--- src/rtl/div_unit_pkg.sv ---
// rtl/div_unit_pkg.sv - shared widths and sign helper for the multi-cycle divider
package div_unit_pkg;

  localparam int DIV_W = 32;
  localparam int CNT_W = 6;
  localparam logic [CNT_W-1:0] CNT_LAST = 6'd31;

  function automatic logic [DIV_W-1:0] cond_neg(input logic [DIV_W-1:0] x, input logic neg);
    return neg ? (~x + 1'b1) : x;
  endfunction

endpackage

--- src/rtl/div_step.sv ---
// rtl/div_step.sv - one radix-2 restoring division iteration (combinational)
module div_step
  import div_unit_pkg::*;
#(
  parameter int DATA_W = DIV_W
) (
  input  logic [DATA_W-1:0] r_in,
  input  logic [DATA_W-1:0] q_in,
  input  logic [DATA_W-1:0] d_in,
  output logic [DATA_W-1:0] r_out,
  output logic [DATA_W-1:0] q_out
);

  logic [DATA_W:0] trial;

  always_comb begin
    // 33-bit subtract: the top bit is the borrow that decides restore vs. keep
    trial = {r_in, q_in[DATA_W-1]} - {1'b0, d_in};
    if (!trial[DATA_W]) begin
      r_out = trial[DATA_W-1:0];
      q_out = {q_in[DATA_W-2:0], 1'b1};
    end else begin
      r_out = {r_in[DATA_W-2:0], q_in[DATA_W-1]};
      q_out = {q_in[DATA_W-2:0], 1'b0};
    end
  end

endmodule

--- src/rtl/div_unit.sv ---
// rtl/div_unit.sv - 32-bit DIV/DIVU unit producing LO (quotient) and HI (remainder)
module div_unit
  import div_unit_pkg::*;
#(
  parameter int DATA_W = DIV_W
) (
  input  logic              clk,
  input  logic              rst_n,
  input  logic              start,
  input  logic              is_signed,
  input  logic [DATA_W-1:0] a,
  input  logic [DATA_W-1:0] b,
  input  logic              cancel,
  output logic              busy,
  output logic              valid,
  output logic [DATA_W-1:0] lo,
  output logic [DATA_W-1:0] hi,
  output logic              div_zero
);

  typedef enum logic [1:0] {
    S_IDLE = 2'd0,
    S_CALC = 2'd1,
    S_FIX  = 2'd2,
    S_DONE = 2'd3
  } state_e;

  state_e state_q, state_d;
  logic [DATA_W-1:0] r_q, r_d, q_q, q_d, d_q, d_d, a_q, a_d;
  logic [DATA_W-1:0] lo_q, lo_d, hi_q, hi_d;
  logic [CNT_W-1:0]  cnt_q, cnt_d;
  logic              q_neg_q, q_neg_d, r_neg_q, r_neg_d;
  logic              valid_q, valid_d, dz_q, dz_d;

  logic [DATA_W-1:0] r_step, q_step, a_mag, b_mag;
  logic              a_sgn, b_sgn;

  div_step #(.DATA_W(DATA_W)) u_step (
    .r_in  (r_q),
    .q_in  (q_q),
    .d_in  (d_q),
    .r_out (r_step),
    .q_out (q_step)
  );

  always_comb begin
    a_sgn   = is_signed & a[DATA_W-1];
    b_sgn   = is_signed & b[DATA_W-1];
    a_mag   = cond_neg(a, a_sgn);
    b_mag   = cond_neg(b, b_sgn);

    state_d = state_q;
    r_d     = r_q;
    q_d     = q_q;
    d_d     = d_q;
    a_d     = a_q;
    lo_d    = lo_q;
    hi_d    = hi_q;
    cnt_d   = cnt_q;
    q_neg_d = q_neg_q;
    r_neg_d = r_neg_q;
    valid_d = valid_q;
    dz_d    = dz_q;

    if (cancel) begin
      state_d = S_IDLE;
      valid_d = 1'b0;
      dz_d    = 1'b0;
    end else begin
      case (state_q)
        S_IDLE, S_DONE: begin
          if (start) begin
            a_d     = a;
            d_d     = b_mag;
            q_neg_d = a_sgn ^ b_sgn;
            r_neg_d = a_sgn;
            valid_d = 1'b0;
            dz_d    = (b == '0);
            r_d     = '0;
            q_d     = a_mag;
            cnt_d   = '0;
            state_d = (b == '0) ? S_FIX : S_CALC;
          end
        end
        S_CALC: begin
          r_d   = r_step;
          q_d   = q_step;
          cnt_d = cnt_q + 1'b1;
          if (cnt_q == CNT_LAST) state_d = S_FIX;
        end
        S_FIX: begin
          // divide-by-zero returns the raw captured dividend, no sign fix-up
          if (dz_q) begin
            lo_d = '1;
            hi_d = a_q;
          end else begin
            lo_d = cond_neg(q_q, q_neg_q);
            hi_d = cond_neg(r_q, r_neg_q);
          end
          valid_d = 1'b1;
          state_d = S_DONE;
        end
        default: state_d = S_IDLE;
      endcase
    end
  end

  always_ff @(posedge clk or negedge rst_n) begin
    if (!rst_n) begin
      state_q <= S_IDLE;
      r_q     <= '0;
      q_q     <= '0;
      d_q     <= '0;
      a_q     <= '0;
      lo_q    <= '0;
      hi_q    <= '0;
      cnt_q   <= '0;
      q_neg_q <= 1'b0;
      r_neg_q <= 1'b0;
      valid_q <= 1'b0;
      dz_q    <= 1'b0;
    end else begin
      state_q <= state_d;
      r_q     <= r_d;
      q_q     <= q_d;
      d_q     <= d_d;
      a_q     <= a_d;
      lo_q    <= lo_d;
      hi_q    <= hi_d;
      cnt_q   <= cnt_d;
      q_neg_q <= q_neg_d;
      r_neg_q <= r_neg_d;
      valid_q <= valid_d;
      dz_q    <= dz_d;
    end
  end

  assign busy     = (state_q == S_CALC) || (state_q == S_FIX);
  assign valid    = valid_q;
  assign lo       = lo_q;
  assign hi       = hi_q;
  assign div_zero = dz_q;

endmodule
--- config.mk ---
export PLATFORM = sky130hd
export DESIGN_NAME = div_unit
export DESIGN_NICKNAME = d
export VERILOG_FILES = /design/src/rtl/div_unit_pkg.sv /design/src/rtl/div_step.sv /design/src/rtl/div_unit.sv
export SDC_FILE = /design/constraint.sdc
export NUM_CORES = 1
export LEC_CHECK = 0
export BUFFER_PORTS_ARGS = -buffer_cell sky130_fd_sc_hd__buf_2
export CORE_MARGIN = 2
export CORE_UTILIZATION = 50
export CTS_CLUSTER_DIAMETER = 40
export DETAILED_ROUTE_END_ITERATION = 6
export GPL_TIMING_DRIVEN = 0
export HOLD_SLACK_MARGIN = 0.02
export PLACE_DENSITY = 0.72
export SLEW_MARGIN = 0
export SYNTH_ARGS = -nofsm -noshare
export SYNTH_HDL_FRONTEND = slang
export SYNTH_SLANG_ARGS = --single-unit
--- constraint.sdc ---
create_clock -name clk -period 3.1 [get_ports clk]
set_input_delay 0.155 -clock clk [delete_from_list [all_inputs] [get_ports clk]]
set_output_delay 0.155 -clock clk [all_outputs]
set_load 0.01 [all_outputs]
Word level (Yosys, flattened, before mapping)
Cells that the tools add are included.
- flip-flop bits (word level): 204
- output and inout bits: 67
- input bits: 69
- word-level logic and storage cells: 72
- equality and inequality tests: 7
- reduce and logical (&&, ||, !) cells: 14
- muxes and demuxes: 25
- add/subtract/negate cells: 6
- bitwise gates (word level): 8
- operators by type and width (kind ; number):
    $mux W32 ; 9
    $add A32 B1 Y32 const B ; 4
    $not A32 Y32 ; 4
    $pmux W32 S2 ; 2
    $sub A33 B32 Y33 ; 1
    $logic_not A32 Y1 ; 1
    $pmux W6 S2 ; 1
    $mux W2 ; 4
    $reduce_and A2 Y1 ; 4
    $add A6 B1 Y6 const B ; 1
    $eq A6 B5 Y1 const B ; 1
    $mux W1 ; 6
    $mux W6 ; 1
    $ne A3 B3 Y1 const B ; 2
    $pmux W2 S3 ; 1
    $reduce_and A3 Y1 ; 2
    $reduce_bool A2 Y1 ; 3
    $eq A2 B2 Y1 const B ; 2
    $reduce_bool A3 Y1 ; 1
    $and A1 B1 Y1 ; 2
    $eq A2 B1 Y1 const B ; 1
    $logic_not A2 Y1 ; 1
    $ne A2 B2 Y1 const B ; 1
    $pmux W1 S2 ; 1
    other kinds (4) ; 4

Logic depth before layout (Yosys ltp)
Gate-level depths: netlist (run 1).
- word-level depth: 5
- depth in mapped cells: 13
- gate-level depth less buffers: 12

Modules after synthesis
A second synthesis (run 1) with hierarchy kept.
- cells, all modules: 1619
- area total of the unflattened synthesis: 13615.6 µm²
- modules (own cells, without submodules) (module ; seq. area each (µm²) ; area each (µm²) ; cells each ; times used):
    div_unit ; 5104.9 ; 11016.8 ; 1282 ; 1
    div_step ; 0.0 ; 2598.7 ; 337 ; 1

Worst setup path after synthesis (run 1)
No wires, ideal clock.
- path type: register to register
- start point: reg q_q[31]
- end point: reg r_q[6]
- cell stages (with the launch flop): 14
- setup time: 0.134 ns
- clock period less this slack: 3.004 ns
- buffers on the path: 1
- setup slack: 0.096 ns
- data arrival time: 2.871 ns
- data required time: 2.966 ns
- cell sequence: dfrtp_1 -> inv_1 -> ha_1 -> fa_1 -> nand2b_1 -> a21oi_1 -> o21ai_0 -> a21oi_1 -> o21ai_1 -> a41oi_1 -> xnor2_2 -> buf_2 -> mux2i_1 -> o21ai_0
- cells in the longest elaborated chain, start to end: 3
- ends and longest elaborated chain (item ; RTL line ; source):
    start, declared ; div_unit.sv:29 ; logic [DATA_W-1:0] r_q, r_d, q_q, q_d, d_q, d_d, a_q, a_d;
    start signal, assigned ; div_unit.sv:125 ; q_q <= q_d;
    $sub A33 B32 Y33 ; div_step.sv:18 ; trial = {r_in, q_in[DATA_W-1]} - {1'b0, d_in};
    $mux W32 ; div_step.sv:19 ; if (!trial[DATA_W]) begin
    $pmux W32 S2 ; div_unit.sv:70 ; case (state_q)
    end signal, assigned ; div_unit.sv:124 ; r_q <= r_d;
    end, declared ; div_unit.sv:29 ;
No other way between the ends.
A chain may end at the register's enable or synchronous reset.

Worst setup path after layout (run 1)
- start point: reg r_q[4]
- end point: reg hi_q[29] (netlist: hi[29])
- cells in the longest elaborated chain, start to end: 4
- ends and longest elaborated chain (item ; RTL line ; source):
    $not A32 Y32 ; div_unit_pkg.sv:9 ; return neg ? (~x + 1'b1) : x;
    $add A32 B1 Y32 ; div_unit_pkg.sv:9 ;
    $mux W32 ; div_unit_pkg.sv:9 ;
    $mux W32 ; div_unit.sv:93 ; if (dz_q) begin
    end signal, assigned ; div_unit.sv:129 ; hi_q <= hi_d;
    end, declared ; div_unit.sv:30 ; logic [DATA_W-1:0] lo_q, lo_d, hi_q, hi_d;
No other way between the ends.

==> results by group, run 1 <==
Yosys
  – Area contributors post-synth: dfrtp_1 (40%), o21ai_0 (6.7%), nand2_1 (6.1%)
  – Post-Synthesis Cell Area: 12800 um2
  – Most numerous cell in the Yosys netlist: nand2_1
  – Proportion of synthesized chip area in sequential cells: 40.0%
  – Dominant synthesized flop cell: dfrtp_1
  – Number of enable flip-flop cells after synthesis: 0
  – Async set or reset register ratio after synthesis: 100%
  – Gate Count Post-Synth: 1508
  – Flops & latches, synth: 204
  – Warnings, synthesis: 0
  – Distinct cell type count after synthesis: 67
  – Post-synth top area share: 40.0%
  – Synthesized area per cell: 8.46 um2
  – Post-synthesis cell type with the largest combined area: dfrtp_1
  – Leading cell types by count after synthesis: nand2_1 (206), dfrtp_1 (204), o21ai_0 (172)
  – Net count after synthesis: 1617

Critical path
  – Worst Setup End Kind: flop
  – Critical Path Most Common Cell: or3_4
  – Slack of the worst reg-to-reg path: 60 ps
  – Arrival time of the worst setup path: 3480 ps
  – CP delay by family, top: simple AND/OR/NAND/NOR gates
  – Kind of start point of the critical path: flop
  – Ordered list of cells on the worst path: or3_4, or4_4, or3_4, or2_4, nor2_4, nand2_4, o41ai_4, xnor2_1, a221o_1
  – CP Buf/Inv Count: 0
  – Maximum single-stage delay on the critical path: 460 ps
  – Type of the worst setup path: reg2reg
  – Largest fanout on the critical path: 5
  – Required arrival time at the worst endpoint: 3540 ps
  – Slowest cell on the critical path: or4_4

Timing
  – Fraction of the cycle the final worst path needs: 98.1%
  – Setup repair after global routing missed its margin: true
  – Highest clock rate: 329 MHz
  – Relative slew slack: 22.5%
  – Slack of the critical path: 59.3 ps
  – Post-layout minimum cycle time: 3040 ps
  – Setup violation total in the final timing report: 0
  – Tightest Pin Transition: 1150 ps
  – Number of max-slew violations in the final report: 0
  – Final-report hold violation count: 0
  – Worst-case clock skew: 24.7 ps
  – Sum of negative setup slack: 0 ps

Placement
  – Routability cong.: 0.924
  – Half-perimeter wire length after placement: 27.2 mm
  – Worst slack at placement: -668 ps
  – Count of input and output buffers: 134

Detailed routing
  – Detailed-route wire length: 37.5 mm
  – Total vias in the final route: 11934
  – First-pass iteration count of the detailed router: 7
  – Number of remaining DRC errors: 0
  – Routed wirelength normalized by instance count: 17.7 um
  – Initial drt markers: 909
  – Antenna violation net count after detailed routing: 0
  – Vias per cell: 5.66

Layout
  – Ant. Diodes: 0
  – Fraction of final layout cells with drive strength greater than 1: 18.0%
  – Nets: 1866
  – Area delta synth->final: 26.6%
  – Final Core Density: 64.4%

Hold path
  – Hold Crit Class: in2async

Power and ir drop
  – VDD IR max: 0.602 mV
  – Power density cells: 846 nW/um2
  – Pint: 0.00828 W
  – Leakage power: 7.37 nW
  – Share of total power consumed by net switching: 39.5%
  – Part of the power in registers: 32.9%
  – Net load switching power: 0.00540 W
  – Clock network fraction of total power: 27.1%
  – Part of the total power dissipated in combinational logic: 40.0%

Floorplanning
  – Overall die height: 164 um
  – Die Outline Area: 26800 um2
  – Placeable core region: 25100 um2
  – Count of standard-cell rows: 58
  – Die boundary width: 164 um
  – Total I/O pin count: 136
  – Starting density of the core: 50.8%

CTS
  – Worst-skew pair later-pin latency: 570 ps
  – Clock Tree Root: clkbuf_16
  – Clock transition at the registers of the reported paths: 60 ps
  – Num Clock Sinks: 204
  – Worst-case clock buffer depth: 3
  – Clock H-tree levels: 1
  – Number of clock buffers inserted by TritonCTS: 30
  – Clock tree from TritonCTS: done

Global routing
  – Vias in the first global route: 11789
  – Total GRT Usage: 27.8%
  – Number of antenna violations at the first check in global routing: 0
  – First-pass GRT wire length: 59.5 mm
  – Largest net degree at the start of global routing: 125
  – Residual overflow from global routing: 0

Run status
  – Run status: finished, final reports clean

Flow run
  – Max-capacitance violation count: 0
==> cells by family (layout without fill, tap and decap cells) <==
family | after synthesis | after routing | share of synthesized area [%]
compound gates | 435 | 435 | 20.1
xor+xnor | 144 | 144 | 9.94
fa+ha+maj | 40 | 40 | 3.98
buf+inv | 138 | 410 | 4.08
flops | 204 | 204 | 40.0
mux | 55 | 55 | 4.61
simple gates | 492 | 492 | 17.3
==> registers in the layout, indices dropped and copies added, names as in the netlist <==
| register | flops |
|---|---|
| a_q | 32 |
| cnt_q | 6 |
| d_q | 32 |
| div_zero | 1 |
| hi | 32 |
| lo | 32 |
| q_neg_q | 1 |
| q_q | 32 |
| r_neg_q | 1 |
| r_q | 32 |
| state_q | 2 |
| valid | 1 |
==> worst reg2reg max path: cells and delay by family (launching register included) <==
family,cells,cell delay (ps)
compound gates,2,630
simple gates,6,1730
flops,1,440
xor+xnor,1,110
==> metrics by stage <==
step           hold WS [ps]  instances  total power [W]  area (um2)
4_1_cts                 182       2101           0.0135       15800
3_5_place_dp            174       1973          0.00959       13900
6_report                148       2110           0.0137       16200
2_1_floorplan          -141       1508          0.00789       12800
5_1_grt                 212       2110           0.0146       16200
3_3_place_gp            442       1972          0.00943       13800
==> timing repair <==
action / 4_1_cts / 5_1_grt
cloned: 0 / 0
endpoints found under the hold margin: 159 / 0
resized for setup: 27 / 75
pin swaps: 5 / 21
setup endpoints to repair: 38 / 61
hold buffers: 69 / 0
setup buffers: 4 / 13
==> layer usage <==
metal / vias up / share of wire, % / global-route usage [%]
met5: - / 0 / 0
met3: 108 / 5.4 / 3.76
met2: 411 / 48 / 47.3
met4: 0 / 4.4 / 12.2
met1: 5620 / 42 / 35.3
li1: 5795 / - / -
==> final timing paths <==
path                       depth (start not counted)  startpoint       to
min in group clk                                   3        a[5]   a_q[5]
max in group asynchronous                          3       rst_n  r_q[14]
min reg2reg                                        2      hi[25]   hi[25]
max                                                9      r_q[4]   hi[29]
min                                                2       rst_n    lo[7]
max reg2reg                                        9      r_q[4]   hi[29]
==> area by class of cell <==
cell class | instances | area [um2]
fillers | 2117 | 8940
multi-input cells | 1166 | 7420
flip-flops and latches | 204 | 5120
repair buffers | 221 | 1550
clock buffers | 36 | 823
well taps | 330 | 413
plain buffers | 74 | 330
clock inverters | 19 | 283
inverters | 60 | 225
==> layout by cell type (no fill, tap or decap), drive strengths merged, types with 23 or more instances in the layout <==
cell         instances
nor2               146
a21oi              143
dfrtp              204
nand2              207
clkbuf             102
nor3                23
o21ai              177
buf                160
nand3               28
ha                  39
xnor2               70
xor2                74
mux2                30
mux2i               25
dlygate4sd3         69
inv                 61
==> power groups by stage <==
stage / registers [W] / clock network [W] / logic, W
floorplan: 0.00443 / 0 / 0.00345
global placement: 0.00445 / 0 / 0.00498
detailed placement: 0.00451 / 0 / 0.00509
CTS: 0.00447 / 0.00374 / 0.00526
global route: 0.00462 / 0.00388 / 0.00611
finish: 0.00450 / 0.00371 / 0.00547
Power figures use the tool's default switching activity.
==> run 2: changes to the inputs <==
CORE_UTILIZATION = 47   (was 50)
PLACE_DENSITY = 0.7   (was 0.72)
==> run 2 against run 1 <==
Against the previous run:
- combinational power decreased by 2%
- critical path depth stayed put
- clock skew decreased by 15 ps
- highest routed layer unchanged
- sequential power barely moved
==> results by group, run 2 (synthesis gave the netlist of run 1 again) <==
Timing
  – Number of max-slew violations in the final report: 0 (unchanged)
  – Relative slew slack: 23.3% (+0.80 points)
  – Post-layout minimum cycle time: 3030 ps (-11.7 ps)
  – Highest clock rate: 330 MHz (+0.39%)
  – Setup violation total in the final timing report: 0 (unchanged)
  – Final-report hold violation count: 0 (unchanged)
  – Slack of the critical path: 70.9 ps (+11.7 ps)
  – Tightest Pin Transition: 1140 ps (-11.9 ps)
  – Post-route worst hold slack: 256 ps (+108 ps)
  – Worst-case clock skew: 10.0 ps (-14.6 ps)
  – Fraction of the cycle the final worst path needs: 97.7% (-0.38 points)

CTS
  – Worst-case clock buffer depth: 3 (unchanged)
  – Clock transition at the registers of the reported paths: 60 ps (about the same)
  – Clock Tree Root: clkbuf_16
  – Num Clock Sinks: 204 (unchanged)
  – Worst-skew pair later-pin latency: 540 ps (-30 ps)
  – Clock H-tree levels: 1 (unchanged)
  – Number of clock buffers inserted by TritonCTS: 29 (-3.3%)
  – Clock tree from TritonCTS: done

Layout
  – Commonest cells after routing, fill and taps aside: nand2_1 (205), dfrtp_1 (196), o21ai_0 (166), nor2_1 (144), a21oi_1 (136)
  – Area delta synth->final: 24.3%
  – Most common cell after layout, fill and taps aside: nand2_1
  – Fillers: 2368 (+12%)
  – Storage cell area: 5110 um2 (about the same)
  – Ant. Diodes: 0 (unchanged)
  – Area used by multi-input combinational logic: 7360 um2 (-0.74%)
  – Nets: 1855 (-0.59%)
  – Fraction of final layout cells with drive strength greater than 1: 16.6% (-1.3 points)

Global routing
  – Residual overflow from global routing: 0 (unchanged)
  – Number of antenna violations at the first check in global routing: 0 (unchanged)
  – Global Route met1 Usage: 33.8% (-1.6 points)
  – Global Route met3 Usage: 2.81% (-0.96 points)
  – Vias in the first global route: 11653 (-1.2%)
  – Layer with the highest usage: met2
  – Total GRT Usage: 26.0% (-1.8 points)
  – Global routing met2 resource utilization: 45.6% (-1.7 points)
  – Largest net degree at the start of global routing: 109 (-13%)
  – First-pass GRT wire length: 59.9 mm (+0.56%)

Critical path
  – Required arrival time at the worst endpoint: 3520 ps (-20 ps)
  – Largest fanout on the critical path: 4 (-1)
  – Slowest cell on the critical path: or4_4
  – Critical Path Most Common Cell: or3_4
  – Kind of start point of the critical path: flop
  – Type of the worst setup path: reg2reg
  – Count of cells along the worst register-to-register path: 9 (unchanged)
  – Arrival time of the worst setup path: 3450 ps (-30 ps)
  – Stages on the worst setup path: 9 (unchanged)
  – Worst Setup End Kind: flop
  – CP Buf/Inv Count: 0 (unchanged)
  – Ordered list of cells on the worst path: or4_4, or3_4, or3_4, or2_4, nor2_2, nand2_2, o41ai_4, xnor2_1, a221o_1
  – CP delay by family, top: simple AND/OR/NAND/NOR gates
  – Maximum single-stage delay on the critical path: 560 ps (+100 ps)

Floorplanning
  – Placeable core region: 26800 um2 (+6.7%)
  – Starting density of the core: 47.6% (-3.2 points)
  – Total I/O pin count: 136 (unchanged)
  – Overall die height: 169 um (+3.1%)
  – Die Outline Area: 28500 um2 (+6.2%)
  – Die boundary width: 169 um (+3.1%)
  – Count of standard-cell rows: 60 (+3.4%)

Detailed routing
  – Detailed-route wire length: 36.6 mm (-2.2%)
  – Antenna violation net count after detailed routing: 0 (unchanged)
  – Total vias in the final route: 11743 (-1.6%)
  – Initial drt markers: 953 (+4.8%)
  – Routed wirelength normalized by instance count: 17.4 um (-2.2%)
  – Number of remaining DRC errors: 0 (unchanged)
  – First-pass iteration count of the detailed router: 5 (-2)
  – Vias per cell: 5.57 (-1.6%)

Power and ir drop
  – Leakage power: 7.24 nW (-1.8%)
  – VDD IR max: 0.466 mV (-23%)
  – Tot Pwr: 0.0131 W (-4.6%)
  – Power density cells: 823 nW/um2 (-2.8%)

Run status
  – Run status: finished, final reports clean

Placement
  – Worst slack at placement: -730 ps (-61.7 ps)
  – Routability cong.: 0.911 (-1.5%)
  – Count of input and output buffers: 134 (unchanged)
  – Half-perimeter wire length after placement: 27.3 mm (+0.13%)

Flow run
  – Max-capacitance violation count: 0 (unchanged)

Hold path
  – Hold Crit Class: in2async
==> run 2: path summary, 6_finish.rpt <==
kind | start | endpoint | slack (ps)
worst max-delay path | r_q[10] | hi[29] | 70
worst max register to register | r_q[10] | hi[29] | 70
max in group asynchronous | rst_n | a_q[31] | 1890
worst min register to register | d_q[7] | d_q[7] | 480
min in group clk | a[28] | a_q[28] | 430
worst min-delay path | rst_n | lo[4] | 260
==> run 2: area by class of cell <==
type	instances	area share [%]
timing repair buffer	211	9.21
clock inverter	19	1.21
multi-input combinational	1166	46.4
clock buffer	34	4.82
inverter	60	1.42
tap	341	2.69
sequential	204	32.2
buffer	74	1.99
==> run 2: power breakdown <==
part	internal, W	switching (W)	leakage, nW
Sequential	0.00367	0.000805	2.58
Combinational	0.00218	0.00318	4.21
Clock	0.00195	0.00128	0.452
Total	0.00779	0.00526	7.24
==> run 2: metrics by stage <==
stage	setup TNS (ps)	instance area, um2	cells	util, %
finish	0	15900	2109	59.2
global route	-33.3	15900	2109	59.2
CTS	0	15700	2108	58.6
detailed placement	-21170	13900	1984	51.9
global placement	-324030	13900	1983	51.7
floorplan	0	12800	1508	-
==> run 2: repair_timing <==
action	CTS	global route
hold endpoints to repair	184	0
hold buffers	68	0
gates cloned	0	0
resized for setup	28	45
buffers inserted	4	4
pin swaps	4	7
setup endpoints to repair	35	55
==> run 2: metal layers <==
metal	routed length (um)	vias to the layer above
li1	-	5763
met1	15800	5545
met2	17800	360
met3	1890	75
met4	1130	0
met5	0	-
==> run 3: changes to the inputs <==
BUFFER_PORTS_ARGS = default   (was -buffer_cell sky130_fd_sc_hd__buf_2)
DONT_BUFFER_PORTS = 1   (was default)
==> run 3 against run 2 <==
Against the previous run:
- the run now ends with DRC, hold timing left
- wire length grew 2.0%
- cell area is 3.3% lower
- largest power group unchanged
- core utilization decreased by 1.9 points
- first-iteration DRC count is 11% lower
- hold slack worse by 970 ps
==> results by group, run 3 (synthesis gave the netlist of run 1 again) <==
Placement
  – Routability cong.: 0.904 (-0.77%)
  – Half-perimeter wire length after placement: 26.9 mm (-1.5%)
  – Count of input and output buffers: 0 (-100%)
  – Cell count after placement: 1849 (-6.8%)

Power and ir drop
  – Leakage power: 6.76 nW (-6.6%)
  – Tot Pwr: 0.0129 W (-1.1%)
  – VDD IR max: 0.379 mV (-19%)
  – Power density cells: 842 nW/um2 (+2.3%)

Detailed routing
  – Detailed-route wire length: 37.4 mm (+2.0%)
  – Initial drt markers: 848 (-11%)
  – Number of remaining DRC errors: 1 (+1)
  – First-pass iteration count of the detailed router: 7 (+2)
  – Total vias in the final route: 11361 (-3.3%)
  – Vias per cell: 5.70 (+2.4%)
  – Antenna violation net count after detailed routing: 0 (unchanged)
  – Routed wirelength normalized by instance count: 18.8 um (+8.0%)

Layout
  – Ant. Diodes: 0 (unchanged)
  – Final non-filler cell total: 1992 (-5.5%)
  – Commonest cells after routing, fill and taps aside: nand2_1 (205), dfrtp_1 (197), o21ai_0 (163), nor2_1 (144), a21oi_1 (139)
  – Nets: 1736 (-6.4%)
  – Area delta synth->final: 20.2%
  – Fraction of final layout cells with drive strength greater than 1: 9.51% (-7.1 points)
  – Most common cell after layout, fill and taps aside: nand2_1

Timing
  – Fraction of the cycle the final worst path needs: 97.9% (+0.19 points)
  – Worst-case clock skew: 12.8 ps (+2.73 ps)
  – Final-report hold violation count: 204 (+204)
  – Tightest Pin Transition: 995 ps (-146 ps)
  – Post-route worst hold slack: -717 ps (-973 ps)
  – Highest clock rate: 329 MHz (-0.20%)
  – Post-layout minimum cycle time: 3040 ps (+6.04 ps)
  – Setup violation total in the final timing report: 0 (unchanged)
  – Relative slew slack: 33.4% (+10 points)
  – Number of max-slew violations in the final report: 0 (unchanged)

Critical path
  – Required arrival time at the worst endpoint: 3550 ps (+30 ps)
  – Type of the worst setup path: reg2reg
  – Arrival time of the worst setup path: 3480 ps (+30 ps)
  – Worst Setup End Kind: flop
  – Ordered list of cells on the worst path: or4_4, or3_4, or3_4, or2_4, nor2_2, nand2_2, o31ai_2, xnor2_1, a221o_1
  – Slowest cell on the critical path: or4_4
  – Maximum single-stage delay on the critical path: 550 ps (about the same)
  – CP Buf/Inv Count: 0 (unchanged)
  – Kind of start point of the critical path: flop
  – CP delay by family, top: simple AND/OR/NAND/NOR gates
  – Critical Path Most Common Cell: or3_4
  – Largest fanout on the critical path: 6 (+2)

CTS
  – Clock H-tree levels: 1 (unchanged)
  – Clock tree from TritonCTS: done
  – Number of clock buffers inserted by TritonCTS: 30 (+3.4%)
  – Worst-case clock buffer depth: 3 (unchanged)
  – Hold buffer count at CTS: 82 (+21%)
  – Num Clock Sinks: 204 (unchanged)
  – Clock Tree Root: clkbuf_16
  – Worst-skew pair later-pin latency: 570 ps (+30 ps)
  – Clock transition at the registers of the reported paths: 60 ps (about the same)

Floorplanning
  – Count of standard-cell rows: 60 (unchanged)
  – Die Outline Area: 28500 um2 (unchanged)
  – Die boundary width: 169 um (unchanged)
  – Starting density of the core: 47.6% (unchanged)
  – Placeable core region: 26800 um2 (unchanged)
  – Overall die height: 169 um (unchanged)
  – Total I/O pin count: 136 (unchanged)

Global routing
  – Largest net degree at the start of global routing: 205 (+88%)
  – Global Route met1 Usage: 33.0% (-0.80 points)
  – Vias in the first global route: 11474 (-1.5%)
  – First-pass GRT wire length: 59.9 mm (unchanged)
  – Residual overflow from global routing: 0 (unchanged)
  – Layer with the highest usage: met2
  – Global Route met3 Usage: 3.97% (+1.2 points)
  – Total GRT Usage: 26.3% (+0.31 points)
  – Number of antenna violations at the first check in global routing: 1 (+1)
  – Global routing met2 resource utilization: 46.1% (+0.46 points)

Hold path
  – Hold Crit Class: in2async

Flow run
  – Max-capacitance violation count: 0 (unchanged)

Run status
  – Run status: finished with violations
  – Failing checks: DRC, hold timing
-- run 3: cell count changes in the layout (fill, tap and decap cells not counted), sizes merged --
cell,before,now
buf,150,17
inv,63,65
bufinv,2,3
clkbuf,101,99
dlygate4sd3,68,82
clkinvlp,6,7
-- run 3: per-stage QoR --
step	utilization [%]	TNS, ps	cell area, um2	worst slack (ps)
6_report	57.3	0	15300	64.9
5_1_grt	57.3	-0.209	15300	-0.209
4_1_cts	56.8	0	15200	4.06
3_5_place_dp	49.2	-19470	13200	-669
3_3_place_gp	49.2	-18970	13200	-671
2_1_floorplan	-	0	12800	95.6
-- run 3: final timing paths --
check / start / endpoint / slack, ps / cells past startpoint
min in group clk: b[13] / d_q[14] / 40 / 4
hold / removal: rst_n / lo[4] / -720 / 0
setup reg to reg: r_q[9] / hi[31] / 60 / 9
max in group asynchronous: rst_n / d_q[28] / 3540 / 0
setup / recovery: r_q[9] / hi[31] / 60 / 9
hold reg to reg: d_q[13] / d_q[13] / 480 / 2
-- run 3: final cells by class --
cell class	instances	area, um2
tap	341	427
inverter	60	225
sequential	204	5110
clock buffer	33	782
multi-input combinational	1166	7300
fill	2432	11500
buffer	73	322
timing repair buffer	92	908
clock inverter	23	264
-- run 3: layer usage --
layer / vias up / wire (um)
met3: 89 / 2110
li1: 5520 / -
met1: 5386 / 15900
met2: 364 / 18100
met4: 2 / 1310
met5: - / 13
-- run 3: report_power, final --
| part | internal [W] | total (W) | switching (W) |
|---|---|---|---|
| Clock | 0.00211 | 0.00347 | 0.00136 |
| Combinational | 0.00192 | 0.00475 | 0.00282 |
| Sequential | 0.00367 | 0.00470 | 0.00104 |
-- run 3: timing repair --
action / 4_1_cts / 5_1_grt
gates resized for setup: 31 / 35
buffers inserted: 4 / 6
setup endpoints to repair: 36 / 48
pin swaps: 4 / 9
hold endpoints to repair: 305 / 204
-- run 3: worst reg2reg max path: stages, from the launching register on --
cell,delay [ps]
dfrtp_1,470
or4_4,560
or3_4,360
or3_4,400
or2_4,260
nor2_2,90
nand2_2,100
o31ai_2,260
xnor2_1,100
a221o_1,330
